===== src/rtl/arb_pkg.sv =====
// Shared definitions for the request/grant arbiter family.
//   arb_state_e : arbiter FSM state (no owner / owner granted)
//   HOLD_W      : width of the per-owner hold counter
package arb_pkg;

  typedef enum logic {
    ARB_IDLE,
    ARB_GRANT
  } arb_state_e;

  localparam int HOLD_W = 8;

endpackage : arb_pkg


===== src/rtl/rr_pick.sv =====
// Combinational rotating-priority picker.
// Searches req[start], req[start+1], ... (modulo NUM_CH) and reports the
// first asserted channel.
//   req        in  NUM_CH  candidate request lines
//   start      in  ID_W    index searched first (must be < NUM_CH)
//   mask_owner in  1       exclude the channel just before start (the
//                          current owner) from the search
//   found      out 1       some eligible request is asserted
//   idx        out ID_W    index of the selected channel (0 when !found)
module rr_pick #(
  parameter int NUM_CH = 4,
  parameter int ID_W   = $clog2(NUM_CH)
) (
  input  logic [NUM_CH-1:0] req,
  input  logic [ID_W-1:0]   start,
  input  logic              mask_owner,
  output logic              found,
  output logic [ID_W-1:0]   idx
);

  // Channel index examined at search position gi, and whether it is eligible.
  logic [ID_W-1:0]   pos [NUM_CH];
  logic [NUM_CH-1:0] cand;

  generate
    for (genvar gi = 0; gi < NUM_CH; gi++) begin : g_rot
      // One extra bit so start+gi cannot overflow before the wrap.
      logic [ID_W:0] sum;
      assign sum     = {1'b0, start} + (ID_W + 1)'(gi);
      assign pos[gi] = (sum >= (ID_W + 1)'(NUM_CH)) ? ID_W'(sum - (ID_W + 1)'(NUM_CH))
                                                     : ID_W'(sum);
      // The owner sits at the last search position; masking it lets the
      // caller ask "is anyone else waiting?".
      if (gi == NUM_CH - 1) begin : g_last
        assign cand[gi] = req[pos[gi]] & ~mask_owner;
      end else begin : g_other
        assign cand[gi] = req[pos[gi]];
      end
    end
  endgenerate

  // Walk from the lowest priority upward so the earliest hit wins.
  always_comb begin
    found = 1'b0;
    idx   = '0;
    for (int k = NUM_CH - 1; k >= 0; k--) begin
      if (cand[k]) begin
        found = 1'b1;
        idx   = pos[k];
      end
    end
  end

endmodule : rr_pick


===== src/rtl/req_gnt_arbiter.sv =====
// N-channel round-robin request/grant arbiter with optional hold limit.
// An owner keeps the grant while it requests; if MAX_HOLD is non-zero and
// another channel waits, ownership rotates after MAX_HOLD cycles.
//   clk       in  1       clock, rising edge
//   reset     in  1       asynchronous active-high reset
//   req       in  NUM_CH  level-sensitive request per channel
//   gnt       out NUM_CH  registered one-hot grant, zero when idle
//   gnt_valid out 1       registered OR of gnt
//   gnt_id    out ID_W    index of granted channel, holds while idle
module req_gnt_arbiter
  import arb_pkg::*;
#(
  parameter  int NUM_CH   = 4,
  parameter  int MAX_HOLD = 0,
  localparam int ID_W     = $clog2(NUM_CH)
) (
  input  logic              clk,
  input  logic              reset,
  input  logic [NUM_CH-1:0] req,
  output logic [NUM_CH-1:0] gnt,
  output logic              gnt_valid,
  output logic [ID_W-1:0]   gnt_id
);

  // Counter ceiling: the forced-rotation point, or free-running saturation
  // when the hold limit is disabled.
  localparam logic [HOLD_W-1:0] HOLD_LIM = (MAX_HOLD == 0) ? HOLD_W'(255)
                                                           : HOLD_W'(MAX_HOLD - 1);
  localparam logic              HOLD_EN  = (MAX_HOLD != 0);
  localparam logic [ID_W-1:0]   LAST_CH  = ID_W'(NUM_CH - 1);

  arb_state_e        state_reg;
  logic [ID_W-1:0]   last_reg;
  logic [HOLD_W-1:0] hold_cnt_reg;

  logic [ID_W-1:0]   search_start;
  logic              pick_found;
  logic [ID_W-1:0]   pick_idx;
  logic              owner_req;
  logic              take_winner;
  logic              go_idle;

  // In GRANT, last_reg is the owner, so starting at last+1 serves both the
  // idle search and the "next after owner" search.
  assign search_start = (last_reg == LAST_CH) ? '0 : last_reg + 1'b1;
  assign owner_req    = req[last_reg];

  rr_pick #(
    .NUM_CH (NUM_CH),
    .ID_W   (ID_W)
  ) u_pick (
    .req        (req),
    .start      (search_start),
    .mask_owner (state_reg == ARB_GRANT),
    .found      (pick_found),
    .idx        (pick_idx)
  );

  always_comb begin
    take_winner = 1'b0;
    go_idle     = 1'b0;
    case (state_reg)
      ARB_IDLE: begin
        take_winner = pick_found;
      end
      ARB_GRANT: begin
        if (!owner_req) begin
          take_winner = pick_found;
          go_idle     = !pick_found;
        end else begin
          // With the owner masked, pick_found means someone else is waiting.
          take_winner = HOLD_EN && (hold_cnt_reg == HOLD_LIM) && pick_found;
        end
      end
      default: go_idle = 1'b1;
    endcase
  end

  always_ff @(posedge clk or posedge reset) begin
    if (reset) begin
      state_reg    <= ARB_IDLE;
      last_reg     <= LAST_CH;
      hold_cnt_reg <= '0;
      gnt          <= '0;
      gnt_valid    <= 1'b0;
      gnt_id       <= '0;
    end else if (take_winner) begin
      state_reg    <= ARB_GRANT;
      last_reg     <= pick_idx;
      hold_cnt_reg <= '0;
      gnt          <= NUM_CH'(1) << pick_idx;
      gnt_valid    <= 1'b1;
      gnt_id       <= pick_idx;
    end else if (go_idle) begin
      state_reg    <= ARB_IDLE;
      hold_cnt_reg <= '0;
      gnt          <= '0;
      gnt_valid    <= 1'b0;
    end else if (state_reg == ARB_GRANT && hold_cnt_reg != HOLD_LIM) begin
      hold_cnt_reg <= hold_cnt_reg + 1'b1;
    end
  end

endmodule : req_gnt_arbiter


===== config.mk =====
export PLATFORM = sky130hd
export DESIGN_NAME = req_gnt_arbiter
export DESIGN_NICKNAME = d
export VERILOG_FILES = /design/src/rtl/arb_pkg.sv /design/src/rtl/rr_pick.sv /design/src/rtl/req_gnt_arbiter.sv
export SDC_FILE = /design/constraint.sdc
export NUM_CORES = 1
export LEC_CHECK = 0
export BUFFER_PORTS_ARGS = -buffer_cell sky130_fd_sc_hd__buf_2
export CAP_MARGIN = 0
export CORE_MARGIN = 2
export CORE_UTILIZATION = 26
export CTS_CLUSTER_SIZE = 10
export DETAILED_ROUTE_END_ITERATION = 7
export HOLD_SLACK_MARGIN = 0.08
export PLACE_DENSITY = 0.46
export SLEW_MARGIN = 25
export SYNTH_ARGS = -nofsm -noshare
export SYNTH_HDL_FRONTEND = slang
export SYNTH_SLANG_ARGS = --single-unit

===== constraint.sdc =====
create_clock -name clk -period 6.8 [get_ports clk]
set_clock_uncertainty 0.05 [all_clocks]
set_input_delay 1.02 -clock clk [delete_from_list [all_inputs] [get_ports clk]]
set_output_delay 1.02 -clock clk [all_outputs]
set_load 0.02 [all_outputs]

==> key figures <==
Outcome
  • Status: complete, no violations

Layout
  • Most common cell after layout, fill and taps aside: buf_2
  • Area grow syn2layout: 9.091%
  • Largest register FFs: 4
  • Layout cells sized above 1: 0.3810
  • Fin area: 840.8 um2
  • Final Util: 0.3023
  • Fin nets: 92
  • Layout Cells excl Fill: 115
  • # diodes: 0
  • Most frequent cells in the layout: buf_2, dfrtp_1, inv_1, o21ai_0, mux2_2

Synth
  • Post-Syn Instances: 73
  • Main flop type after synthesis: dfrtp_1
  • Xor/xnor share of the synthesized area: 0
  • Avg Synthesized Cell Area: 10.56 um2
  • Largest family of logic cells by synthesized area: compound AO/OA/AOI/OAI gates
  • Post-Syn Area: 770.7 um2
  • Yosys Warn Count: 0
  • Mux cell area share after synthesis: 0.08442
  • Compound-gate portion of the synthesized area: 0.3718
  • Syn_nets: 80
  • Yosys reg bits: 9
  • Post-synth EDFFs: 0
  • Post-synth ARST share: 1.000
  • Synth Area in Adders: 0.01623
  • Simple-Gate Fraction of Synth Area: 0.1412
  • Seq/Total Area, Yosys: 0.2955
  • Synth cell types: 40

Floorplanning
  • Rows: 19
  • Top Ports: 13
  • Height of the die: 58.45 um
  • Width of the die: 58.45 um
  • Starting Density: 0.2771
  • Core region area: 2781 um2
  • Die footprint: 3416 um2

Routing
  • Drt first pass iters: 4
  • Via count: 641
  • Wire length on met2: 812 um
  • Final wirelength: 1.733 mm
  • Top Layer Used: met4
  • Drc violations: 0
  • Post-route ant nets: 0
  • DRT iter0 DRCs: 12
  • Vias/cell: 5.574
  • M1 wire length: 858 um
  • Average wire per cell in the routed design: 15.07 um
  • Met3 wire length: 50 um

Placed design
  • DP HPWL: 1.312 mm
  • Placed Area: 814.5 um2
  • Setup WS pre-CTS: 3908 ps
  • Final Wtd Congestion: 0.7878
  • PortBufs: 12
  • Post-Place Cells: 111

Power
  • Power per cell area: 612.0 nW/um2
  • Net Switching: 0.2508 mW
  • Reg power frac: 0.213
  • LEAKAGE: 0.3500 nW
  • Combinational Power Share: 0.709
  • Int Pwr: 0.2638 mW
  • Tot Pwr: 0.5146 mW
  • Maximum VDD drop: 242.7 uV
  • Switching Share: 0.4873
  • Clock share of power: 0.078

Timing
  • FMAX: 354.0 MHz
  • Fin. Hold Viols: 0
  • Fin Setup TNS: 0 ps
  • Minimum clock period: 2824 ps
  • # setup viols final: 0
  • RSZ-0062 raised after global routing: false
  • Fin worst setup slack: 3976 ps
  • Worst-Margin Slew: 599.4 ps
  • Max Slew Vio Count: 0
  • Worst hold slack: 436.9 ps
  • Rel. slew slack: 0.6004
  • Tcrit/Tclk final: 0.4154

Critical path
  • Kind of critical path: reg2reg
  • Crit path buf inv count: 0
  • Worst-path cell chain: ha_1 -> or2_1 -> a21oi_1 -> a221oi_1 -> a2111oi_4 -> a22o_1
  • CP top delay family: compound AO/OA/AOI/OAI gates
  • Setup crit start kind: flop
  • CP Capture Type: flop
  • WP data required: 6890 ps
  • Critical Path AT: 2910 ps
  • CP Max Fanout: 15
  • CP max stage delay: 680 ps
  • Slowest cell on the critical path: dfstp_2

Clock tree
  • Clock tree buffer depth: 2
  • Total CTS buffers: 3
  • CTS H-tree depth: 1
  • Post-CTS setup repair buffer count: 0
  • CTS resizes: 0
  • CTS tree: yes
  • Clock transition at path regs: 60 ps
  • Hold buffers post-CTS: 0
  • Root buffer cell: clkbuf_4
  • Skew-Pair Late Insertion Delay: 250 ps
  • Num Clock Sinks: 9

Global route
  • Initial antenna violation count: 0
  • First-pass GRT wire length: 2.815 mm
  • Total GRT Usage: 0.1068
  • Largest net degree at the start of global routing: 16
  • Vias in the first global route: 613
  • GRT Residual Overflow: 0

Job
  • Maximum Capacitance Violations: 0

Min path
  • HP Class: reg2reg
[power by group through the flow]
| stage | sequential, mW | combinational, mW | clock [mW] |
|---|---|---|---|
| floorplan | 0.119 | 0.311 | 0 |
| global placement | 0.111 | 0.364 | 0 |
| detailed placement | 0.110 | 0.365 | 0 |
| CTS | 0.110 | 0.367 | 0.0429 |
| global route | 0.113 | 0.404 | 0.0462 |
| finish | 0.110 | 0.365 | 0.0402 |
[final cells by class]
| class | instances | area [um2] |
|---|---|---|
| clock buffers | 4 | 26.28 |
| repair buffers | 12 | 60.06 |
| well taps | 31 | 38.79 |
| multi-input cells | 55 | 473.0 |
| inverters | 4 | 15.01 |
| fillers | 302 | 1941 |
| flip-flops and latches | 9 | 227.7 |
[kinds of logic (layout without fill, tap and decap cells)]
logic type,count (synthesis),count (layout)
AO/OA/AOI/OAI,31,31
AND/OR/NAND/NOR,17,17
flip-flops,9,9
buffers and inverters,9,20
multiplexers,6,6
adder cells (fa/ha/maj),1,1
[synth_stat cells (3+ instances only)]
library cell  number  share of area
mux2_2             4          0.058
dfrtp_1            7           0.23
a21oi_1            3          0.019
nor2_1             3          0.015
inv_1              4          0.019
o21ai_0            4          0.026
[layer usage]
layer / vias to the layer above / GRT usage
met5: - / 0
met4: 0 / 0.05980
met3: 2 / 0.01099
met2: 10 / 0.1573
met1: 318 / 0.1514
li1: 311 / -
[path summary, 6_finish.rpt]
kind	from	end	slack [ps]	cells past startpoint
max	last_reg[0]	gnt[2]	3980	6
min	gnt_id[1]	gnt_id[1]	440	1
max reg2reg	last_reg[0]	gnt[2]	3980	6
min reg2reg	gnt_id[1]	gnt_id[1]	440	1
max in group asynchronous	reset	last_reg[1]	5730	2
min in group asynchronous	reset	gnt[3]	670	2
(Power assumes the default switching activity.)
